<file path="config.mk">
export PLATFORM = sky130hd
export DESIGN_NAME = apb_periph_router
export DESIGN_NICKNAME = d
export VERILOG_FILES = /design/src/rtl/apb_router_pkg.sv /design/src/rtl/apb_addr_decoder.sv /design/src/rtl/apb_periph_router.sv
export SDC_FILE = /design/constraint.sdc
export NUM_CORES = 1
export LEC_CHECK = 0
export BUFFER_PORTS_ARGS = -buffer_cell sky130_fd_sc_hd__clkbuf_2
export CAP_MARGIN = 10
export CELL_PAD_IN_SITES_DETAIL_PLACEMENT = 1
export CELL_PAD_IN_SITES_GLOBAL_PLACEMENT = 2
export CORE_AREA = 2 2 515 517
export CTS_BUF_LIST = sky130_fd_sc_hd__clkbuf_8 sky130_fd_sc_hd__clkbuf_16
export CTS_CLUSTER_DIAMETER = 60
export DETAILED_ROUTE_END_ITERATION = 10
export DIE_AREA = 0 0 517 519
export PLACE_DENSITY = 0.43
export SKIP_CTS_REPAIR_TIMING = 1
export SYNTH_ARGS = -nofsm -noshare
export SYNTH_HDL_FRONTEND = slang
export SYNTH_SLANG_ARGS = --single-unit
</file>
<file path="constraint.sdc">
create_clock -name clk_i -period 3.8 [get_ports clk_i]
set_input_delay 0.57 -clock clk_i [delete_from_list [all_inputs] [get_ports clk_i]]
set_output_delay 0.57 -clock clk_i [all_outputs]
set_load 0.01 [all_outputs]
</file>
<file path="src/rtl/apb_router_pkg.sv">
// rtl/apb_router_pkg.sv - shared types, error codes and default address map for the APB router
package apb_router_pkg;

   typedef enum logic [1:0] {
      IDLE     = 2'b00,
      M_SETUP  = 2'b01,
      M_ACCESS = 2'b10,
      DECERR   = 2'b11
   } state_e;

   localparam logic [1:0] ERR_NONE    = 2'b00;
   localparam logic [1:0] ERR_DECODE  = 2'b01;
   localparam logic [1:0] ERR_TIMEOUT = 2'b10;

   // Default SoC peripheral map, used by integrators to program start/end inputs.
   localparam logic [31:0] FLL_START_ADDR      = 32'h1A10_0000;
   localparam logic [31:0] FLL_END_ADDR        = 32'h1A10_0FFF;
   localparam logic [31:0] GPIO_START_ADDR     = 32'h1A10_1000;
   localparam logic [31:0] GPIO_END_ADDR       = 32'h1A10_1FFF;
   localparam logic [31:0] UDMA_START_ADDR     = 32'h1A10_2000;
   localparam logic [31:0] UDMA_END_ADDR       = 32'h1A10_3FFF;
   localparam logic [31:0] SOC_CTRL_START_ADDR = 32'h1A10_4000;
   localparam logic [31:0] SOC_CTRL_END_ADDR   = 32'h1A10_4FFF;
   localparam logic [31:0] ADV_TIMER_START_ADDR = 32'h1A10_5000;
   localparam logic [31:0] ADV_TIMER_END_ADDR  = 32'h1A10_5FFF;
   localparam logic [31:0] EVENT_START_ADDR    = 32'h1A10_6000;
   localparam logic [31:0] EVENT_END_ADDR      = 32'h1A10_6FFF;
   localparam logic [31:0] TIMER_START_ADDR    = 32'h1A10_B000;
   localparam logic [31:0] TIMER_END_ADDR      = 32'h1A10_BFFF;
   localparam logic [31:0] DEBUG_START_ADDR    = 32'h1A11_0000;
   localparam logic [31:0] DEBUG_END_ADDR      = 32'h1A11_FFFF;

   function automatic int idx_width(input int n);
      return (n > 1) ? $clog2(n) : 1;
   endfunction

endpackage

</file>
<file path="src/rtl/apb_addr_decoder.sv">
// rtl/apb_addr_decoder.sv - combinational first-match address range decoder
module apb_addr_decoder
   import apb_router_pkg::*;
#(
   parameter int NB_MASTER      = 11,
   parameter int APB_ADDR_WIDTH = 32,
   parameter int IDX_W          = idx_width(NB_MASTER)
)(
   input  logic [APB_ADDR_WIDTH-1:0]           addr_i,
   input  logic [NB_MASTER*APB_ADDR_WIDTH-1:0] start_addr_i,
   input  logic [NB_MASTER*APB_ADDR_WIDTH-1:0] end_addr_i,
   input  logic [NB_MASTER-1:0]                en_mask_i,
   output logic                                match_o,
   output logic [IDX_W-1:0]                    idx_o
);

   // Scan from the top so the lowest matching index is written last and wins.
   always_comb begin
      match_o = 1'b0;
      idx_o   = '0;
      for (int i = NB_MASTER - 1; i >= 0; i--) begin
         if (en_mask_i[i] &&
             (addr_i >= start_addr_i[i*APB_ADDR_WIDTH +: APB_ADDR_WIDTH]) &&
             (addr_i <= end_addr_i[i*APB_ADDR_WIDTH +: APB_ADDR_WIDTH])) begin
            match_o = 1'b1;
            idx_o   = IDX_W'(i);
         end
      end
   end

endmodule

</file>
<file path="src/rtl/apb_periph_router.sv">
// rtl/apb_periph_router.sv - APB 1-to-N router with decode error, timeout, abort and error log
module apb_periph_router
   import apb_router_pkg::*;
#(
   parameter int NB_MASTER      = 11,
   parameter int APB_ADDR_WIDTH = 32,
   parameter int APB_DATA_WIDTH = 32,
   parameter int TIMEOUT_CYCLES = 256,
   parameter int ERR_CNT_WIDTH  = 8
)(
   input  logic                                clk_i,
   input  logic                                rst_ni,
   input  logic [NB_MASTER*APB_ADDR_WIDTH-1:0] start_addr_i,
   input  logic [NB_MASTER*APB_ADDR_WIDTH-1:0] end_addr_i,
   input  logic [NB_MASTER-1:0]                en_mask_i,
   input  logic [APB_ADDR_WIDTH-1:0]           s_paddr_i,
   input  logic [APB_DATA_WIDTH-1:0]           s_pwdata_i,
   input  logic                                s_pwrite_i,
   input  logic                                s_psel_i,
   input  logic                                s_penable_i,
   output logic [APB_DATA_WIDTH-1:0]           s_prdata_o,
   output logic                                s_pready_o,
   output logic                                s_pslverr_o,
   output logic [APB_ADDR_WIDTH-1:0]           m_paddr_o,
   output logic [APB_DATA_WIDTH-1:0]           m_pwdata_o,
   output logic                                m_pwrite_o,
   output logic [NB_MASTER-1:0]                m_psel_o,
   output logic [NB_MASTER-1:0]                m_penable_o,
   input  logic [NB_MASTER*APB_DATA_WIDTH-1:0] m_prdata_i,
   input  logic [NB_MASTER-1:0]                m_pready_i,
   input  logic [NB_MASTER-1:0]                m_pslverr_i,
   input  logic                                clr_err_i,
   output logic [ERR_CNT_WIDTH-1:0]            err_cnt_o,
   output logic [APB_ADDR_WIDTH-1:0]           err_addr_o,
   output logic [1:0]                          err_type_o
);

   localparam int IDX_W = idx_width(NB_MASTER);
   localparam int TW    = (TIMEOUT_CYCLES > 1) ? $clog2(TIMEOUT_CYCLES) : 1;
   localparam logic [TW-1:0] TMO_LAST = TW'((TIMEOUT_CYCLES > 0) ? TIMEOUT_CYCLES - 1 : 0);

   state_e                    state_q, state_d;
   logic [IDX_W-1:0]          sel_q, sel_d;
   logic [APB_ADDR_WIDTH-1:0] paddr_q, paddr_d;
   logic [APB_DATA_WIDTH-1:0] pwdata_q, pwdata_d;
   logic                      pwrite_q, pwrite_d;
   logic [TW-1:0]             tmo_q, tmo_d;
   logic [ERR_CNT_WIDTH-1:0]  err_cnt_q, err_cnt_d;
   logic [APB_ADDR_WIDTH-1:0] err_addr_q, err_addr_d;
   logic [1:0]                err_type_q, err_type_d;

   logic                      dec_match;
   logic [IDX_W-1:0]          dec_idx;
   logic [NB_MASTER-1:0]      sel_oh;
   logic [APB_DATA_WIDTH-1:0] prdata_sel;
   logic                      pready_sel, pslverr_sel;
   logic                      tmo_hit;
   logic                      log_evt;
   logic [1:0]                log_type;

   apb_addr_decoder #(
      .NB_MASTER      (NB_MASTER),
      .APB_ADDR_WIDTH (APB_ADDR_WIDTH),
      .IDX_W          (IDX_W)
   ) u_decoder (
      .addr_i       (s_paddr_i),
      .start_addr_i (start_addr_i),
      .end_addr_i   (end_addr_i),
      .en_mask_i    (en_mask_i),
      .match_o      (dec_match),
      .idx_o        (dec_idx)
   );

   always_comb begin
      sel_oh      = '0;
      prdata_sel  = '0;
      pready_sel  = 1'b0;
      pslverr_sel = 1'b0;
      for (int i = 0; i < NB_MASTER; i++) begin
         if (sel_q == IDX_W'(i)) begin
            sel_oh[i]   = 1'b1;
            prdata_sel  = m_prdata_i[i*APB_DATA_WIDTH +: APB_DATA_WIDTH];
            pready_sel  = m_pready_i[i];
            pslverr_sel = m_pslverr_i[i];
         end
      end
   end

   assign tmo_hit = (TIMEOUT_CYCLES > 0) && (tmo_q == TMO_LAST);

   always_comb begin
      state_d     = state_q;
      sel_d       = sel_q;
      paddr_d     = paddr_q;
      pwdata_d    = pwdata_q;
      pwrite_d    = pwrite_q;
      tmo_d       = '0;
      s_prdata_o  = '0;
      s_pready_o  = 1'b0;
      s_pslverr_o = 1'b0;
      m_psel_o    = '0;
      m_penable_o = '0;
      log_evt     = 1'b0;
      log_type    = ERR_NONE;
      case (state_q)
         IDLE: begin
            if (s_psel_i && !s_penable_i) begin
               paddr_d = s_paddr_i;
               if (dec_match) begin
                  sel_d    = dec_idx;
                  pwdata_d = s_pwdata_i;
                  pwrite_d = s_pwrite_i;
                  state_d  = M_SETUP;
               end else begin
                  state_d  = DECERR;
               end
            end
         end
         M_SETUP: begin
            m_psel_o = sel_oh;
            state_d  = s_psel_i ? M_ACCESS : IDLE;
         end
         M_ACCESS: begin
            m_psel_o    = sel_oh;
            m_penable_o = sel_oh;
            s_prdata_o  = prdata_sel;
            s_pready_o  = pready_sel;
            s_pslverr_o = pslverr_sel;
            // Abort takes priority: a withdrawn transfer is never answered or logged.
            if (!s_psel_i) begin
               state_d = IDLE;
            end else if (pready_sel) begin
               state_d = IDLE;
            end else if (tmo_hit) begin
               s_prdata_o  = '0;
               s_pready_o  = 1'b1;
               s_pslverr_o = 1'b1;
               log_evt     = 1'b1;
               log_type    = ERR_TIMEOUT;
               state_d     = IDLE;
            end else begin
               tmo_d = (TIMEOUT_CYCLES > 0) ? tmo_q + 1'b1 : '0;
            end
         end
         DECERR: begin
            s_pready_o  = 1'b1;
            s_pslverr_o = 1'b1;
            log_evt     = 1'b1;
            log_type    = ERR_DECODE;
            state_d     = IDLE;
         end
         default: state_d = IDLE;
      endcase
   end

   // A new error outranks a simultaneous clear so the event is never lost.
   always_comb begin
      err_cnt_d  = err_cnt_q;
      err_addr_d = err_addr_q;
      err_type_d = err_type_q;
      if (log_evt) begin
         if (clr_err_i)
            err_cnt_d = ERR_CNT_WIDTH'(1);
         else if (!(&err_cnt_q))
            err_cnt_d = err_cnt_q + 1'b1;
         err_addr_d = paddr_q;
         err_type_d = log_type;
      end else if (clr_err_i) begin
         err_cnt_d  = '0;
         err_addr_d = '0;
         err_type_d = ERR_NONE;
      end
   end

   always_ff @(posedge clk_i or negedge rst_ni) begin
      if (!rst_ni) begin
         state_q    <= IDLE;
         sel_q      <= '0;
         paddr_q    <= '0;
         pwdata_q   <= '0;
         pwrite_q   <= 1'b0;
         tmo_q      <= '0;
         err_cnt_q  <= '0;
         err_addr_q <= '0;
         err_type_q <= ERR_NONE;
      end else begin
         state_q    <= state_d;
         sel_q      <= sel_d;
         paddr_q    <= paddr_d;
         pwdata_q   <= pwdata_d;
         pwrite_q   <= pwrite_d;
         tmo_q      <= tmo_d;
         err_cnt_q  <= err_cnt_d;
         err_addr_q <= err_addr_d;
         err_type_q <= err_type_d;
      end
   end

   assign m_paddr_o  = paddr_q;
   assign m_pwdata_o = pwdata_q;
   assign m_pwrite_o = pwrite_q;
   assign err_cnt_o  = err_cnt_q;
   assign err_addr_o = err_addr_q;
   assign err_type_o = err_type_q;

endmodule

</file>
After elaboration in Yosys (flattened, before gate mapping)
Index checks and enable logic that the tools add are counted.
- flip-flop bits (word level): 121
- latch bits: 0
- bits in writable memories: 0
- bits in read-only memories: 0
- input port bits: 1159
- output and inout port bits: 163
- memories: 0
- add/sub/neg operators: 2
- multiply operators: 0
- div/mod/pow operators: 0
- order comparisons: 22
- equal/unequal tests: 17
- shift-type cells: 0
- muxes and demuxes: 106
- bitwise operators: 0
- reductions and logical operators: 33
- operators with widths (operator ; number):
    32-bit two-way mux ; 17
    32-bit >= comparator ; 11
    32-bit <= comparator ; 11
    8-bit two-way mux ; 8
    1-bit two-way mux ; 52
    4-bit two-way mux ; 11
    1-bit logical AND ; 23
    11-bit two-way mux ; 2
    2-bit two-way mux ; 11
    8-bit by 1-bit adder with 8-bit output (second input constant) ; 2
    4-bit by 3-bit == test with 1-bit output (second input constant) ; 4
    4-bit == test (second input constant) ; 3
    4-bit by 2-bit == test with 1-bit output (second input constant) ; 2
    8-bit == test (second input constant) ; 1
    2-bit one-hot mux with 4 select lines ; 1
    8-bit AND reduction ; 1
    1-bit one-hot mux with 2 select lines ; 3
    2-bit AND reduction ; 3
    2-bit == test (second input constant) ; 2
    4-bit by 1-bit == test with 1-bit output (second input constant) ; 1
    4-bit zero test ; 1
    2-bit inequality test (second input constant) ; 2
    4-bit inequality test (second input constant) ; 1
    2-bit one-hot mux with 2 select lines ; 1
    other kinds (6) ; 6

Logic depth before layout (Yosys ltp)
- word-level depth: 17
- mapped depth: 13
- depth with buffers taken out: 12

Cells and area by module
From an unflattened synthesis, not the netlist that was laid out.
- cell total of the unflattened synthesis: 3258
- area total of the unflattened synthesis: 26048.7 µm²
- by module, submodules not included (module ; times used ; cells each ; area an instance (µm²)):
    apb_addr_decoder ; 1 ; 2489 ; 17698.2
    apb_periph_router ; 1 ; 769 ; 8350.5

Worst setup path after synthesis
OpenSTA, ideal clock, no wires.
- kind: input-to-reg
- from: in s_paddr_i[0]
- to: reg pwdata_q[10] (netlist: m_pwdata_o[10])
- library setup time: 125 ps
- arrival time: 3725 ps
- required time: 3675 ps
- path slack: -50 ps
- stages: 13
- buffers on the path: 1
- cells stage by stage: inv_1 -> ha_1 -> nand2b_1 -> a211oi_1 -> or4_1 -> a2111oi_0 -> o21a_1 -> o22a_2 -> nor4_4 -> or3b_4 -> o21ai_4 -> buf_12 -> mux2_4
- cells in the longest elaborated chain, start to end: 15
- RTL lines (what ; RTL line ; RTL):
    start: declaration ; apb_periph_router.sv:16 ; input logic [APB_ADDR_WIDTH-1:0] s_paddr_i,
    32-bit >= comparator ; apb_addr_decoder.sv:23 ; (addr_i >= start_addr_i[i*APB_ADDR_WIDTH +: APB_ADDR_WIDTH]) &&
    1-bit logical AND ; apb_addr_decoder.sv:22 ; if (en_mask_i[i] &&
    1-bit logical AND ; apb_addr_decoder.sv:23 ;
    1-bit two-way mux (10 in series) ; apb_addr_decoder.sv:22 ;
    1-bit two-way mux * ; apb_addr_decoder.sv:22 ;
    3-bit AND reduction (no line) * ; n/a ;
    end signal: assignment ; apb_periph_router.sv:190 ; pwdata_q <= pwdata_d;
    end: declaration ; apb_periph_router.sv:45 ; logic [APB_DATA_WIDTH-1:0] pwdata_q, pwdata_d;
Mark *: on every way between the ends. The rest lies on a longest branch, timed or not.
A chain may end at the register's enable or synchronous reset.

Worst setup path in the final report
- from: reg sel_q[1]
- to: out s_prdata_o[5]
- cells in the longest elaborated chain, start to end: 16
- RTL lines (what ; RTL line ; RTL):
    start: declaration ; apb_periph_router.sv:43 ; logic [IDX_W-1:0] sel_q, sel_d;
    start signal: assignment ; apb_periph_router.sv:188 ; sel_q <= sel_d;
    4-bit zero test ; apb_periph_router.sv:80 ; if (sel_q == IDX_W'(i)) begin
    32-bit two-way mux (11 in series) ; apb_periph_router.sv:80 ;
    32-bit two-way mux ; apb_periph_router.sv:134 ; end else if (tmo_hit) begin
    32-bit two-way mux ; apb_periph_router.sv:132 ; end else if (pready_sel) begin
    32-bit two-way mux * ; apb_periph_router.sv:130 ; if (!s_psel_i) begin
    32-bit two-way mux * ; apb_periph_router.sv:105 ; case (state_q)
    end: declaration ; apb_periph_router.sv:21 ; output logic [APB_DATA_WIDTH-1:0] s_prdata_o,
Marked as above.

==> reports/metrics.csv <==
metric,value,unit
fin_skew,0.0124,ns
critPathKind,reg -> out,
synth.avg_cell_area,7.70,um2
rsz0062_at_grt,true,
route.detailed.drc,0,
synth_warnings,0,
vdd_ir_drop_max,0.344,mV
power_leakage,23.6,nW
clock.fmax,258,MHz
fp.dieW,517,um
clkPwrFrac,11.9,%
pwr-share-seq,16.9,%
syn_nets,5174,
cts-htree-levels,4,
grt_overflow_total,0,
cts_buffer_depth,2,
start_kind,flop,
ys_seq_elements,121,
ant_nets,0,
setup_violations,13,
avgViaCountPerCell,3.76,
numCtsBuffers,17,
cp.arrival,3.30,ns
wl_per_cell,28.7,um
final.setup.worst_slack,-0.0750,ns
initial_core_util,9.66,%
fp.dieH,519,um
hpwl,225,mm
p_int,6.90,mW
area_growth,71.7,%
drt-initial-drc-count,1284,
track_usage,17.7,%
grt_pass1_vias,35600,
hold_ws,0.156,ns
portBuffers,1321,
synth_top_cell_area_share,35.0,%
end_kind,output port,
vias,32700,
nNetsFinal,6962,
ys_types,81,
cp_max_fo,8,
drive_gt1_share,41.8,%
finalHoldViolations,0,
grt_max_degree,75,
cts_tree,built,
synthArstFlopShare,100,%
violations,setup timing,
drt_pass1_iterations,7,
cts_sinks,121,
antenna_found_initial,136,
fin_crit_sh,102,%
ys.flop_type,dfrtp_1,
seq_area_frac_synth,11.9,%
p_per_area,315,nW/um2
crit_required,3.23,ns
hold_path_class,in -> async,
placeableCoreArea,263000,um2
wl,250,mm
power_frac_comb,71.2,%
cts_root_buf,clkbuf_16,
synth.area.top_cells,"ha_1, dfrtp_1, inv_1, a21oi_1, nand2_1",
maxCapViolations,0,
io_pins,1322,
switching_share,49.9,%
synth_area_leader_cell,ha_1,
clk_latency,0.44,ns
die_area,268000,um2
synthCells,3304,
rows,189,
grt_first_pass_wirelength,318,mm
synth_edf_count,0,
slew_violations,0,
setup_tns,-0.405,ns
clk_pin_slew_worst_paths,0.07,ns
maxSlewHeadroom,12.9,%
synth.cell_area,25400,um2
status,"finished, violations left",
switchingPower,6.87,mW
worst_slew_pin_slew,1.31,ns
finalCriticalPeriod,3.87,ns
gp_congestion,0.883,
-- critical path, stage by stage, from the launching register on --
cell and delay, ns:
dfrtp_4 0.51, clkinvlp_4 0.22, nand2_4 0.13, buf_6 0.13, nor2_4 0.07, buf_12 0.14, a222oi_1 1.09, buf_4 0.26
a31oi_1 0.08, buf_4 0.20
-- kinds of logic after synthesis --
| logic type | count (synthesis) | synth area share, % |
|---|---|---|
| muxes | 77 | 5.04 |
| buffers and inverters | 788 | 11.8 |
| xor gates and xnor gates | 10 | 0.344 |
| and+or+nand+nor | 804 | 15.7 |
| AOI/OAI and AO/OA | 793 | 20.2 |
| DFF | 121 | 11.9 |
| adders and majority gates | 711 | 35.0 |
-- final timing paths --
| path | start | endpoint | slack, ns | depth (start not counted) |
|---|---|---|---|---|
| max | sel_q[1]$_DFFE_PN0P_ | s_prdata_o[5] | -0.07 | 9 |
| min | rst_ni | err_addr_o[22]$_DFFE_PN0P_ | 0.16 | 1 |
| max reg2reg | sel_q[1]$_DFFE_PN0P_ | state_q[1]$_DFFE_PN0P_ | 0.75 | 12 |
| min reg2reg | err_type_o[1]$_DFFE_PN0P_ | err_type_o[1]$_DFFE_PN0P_ | 0.49 | 1 |
| max in group asynchronous | rst_ni | m_pwdata_o[4]$_DFFE_PN0P_ | 2.85 | 2 |
| min in group clk_i | s_pwdata_i[14] | m_pwdata_o[14]$_DFFE_PN0P_ | 0.37 | 2 |
-- cells in the final DEF, fill, tap and decap left out, types with 40 or more instances in the layout --
| cell | netlist | layout |
|---|---|---|
| a21o_1 | 91 | 91 |
| a21oi_1 | 245 | 218 |
| a22oi_1 | 42 | 40 |
| buf_12 | 3 | 84 |
| buf_4 | 0 | 407 |
| clkbuf_2 | 0 | 1282 |
| dfrtp_1 | 121 | 118 |
| diode_2 | 0 | 43 |
| ha_1 | 711 | 688 |
| inv_1 | 720 | 718 |
| nand2_1 | 285 | 278 |
| nand2b_1 | 53 | 51 |
| nand3_1 | 75 | 70 |
| nand4_1 | 118 | 118 |
| nor2_1 | 114 | 101 |
| o21ai_0 | 162 | 140 |
-- layout make-up --
class / instances / area (um2)
fillers: 31900 / 220000
multi-input cells: 2395 / 20800
repair buffers: 1837 / 12000
well taps: 3533 / 4420
flip-flops and latches: 121 / 3040
inverters: 720 / 2710
clock buffers: 17 / 425
clock inverters: 15 / 154
diodes: 43 / 108
-- registers in the layout, indices dropped and copies added (netlist names) --
register / flops
tmo_q: 8
m_paddr_o: 32
state_q: 2
m_pwdata_o: 32
err_type_o: 2
err_addr_o: 32
err_cnt_o: 8
m_pwrite_o: 1
sel_q: 4
-- synthesized netlist by cell type (all sizes together), types with 12 or more instances --
master,n
a21oi,246
o21a,12
nor2,114
dfrtp,121
mux2,35
nand4,118
mux2i,13
a211oi,32
o21ai,167
a2111oi,16
ha,711
a31oi,27
a221oi,30
nor2b,23
nand2b,53
a22oi,43
nor4,17
a22o,17
a21o,91
and2,12
inv,720
clkbuf,60
and4,16
and3,13
a222oi,22
nand2,285
o211ai,15
nor3,38
nand3,75
mux4,29
-- power groups by stage --
| stage | logic (mW) | registers (mW) | clock network (mW) |
|---|---|---|---|
| floorplan | 3.47 | 2.27 | 0 |
| global placement | 8.96 | 2.39 | 0 |
| detailed placement | 9.02 | 2.41 | 0 |
| CTS | 9.06 | 2.38 | 1.70 |
| global route | 10.6 | 2.40 | 1.74 |
| finish | 9.80 | 2.33 | 1.64 |
-- stage by stage --
stage / std cells / cell area (um2) / power (mW) / setup WS (ns) / util [%]
5_1_grt: 8657 / 43600 / 14.7 / -0.150 / 16.6
3_5_place_dp: 8554 / 40700 / 11.4 / -1.59 / 15.4
6_report: 8681 / 43700 / 13.8 / -0.0750 / 16.6
2_1_floorplan: 3304 / 25400 / 5.74 / 0.0294 / -
3_3_place_gp: 8551 / 40600 / 11.4 / -2.20 / 15.4
4_1_cts: 8586 / 41300 / 13.1 / -1.21 / 15.7
-- per-layer routing --
layer  vias up  track usage (%)  wire, um
li1      15400                -         -
met1     15800             17.9     89500
met2      1128             34.9    136000
met3       303             3.56     13600
met4        68             6.69     10400
met5         -                0       464
(Power assumes the default switching activity.)
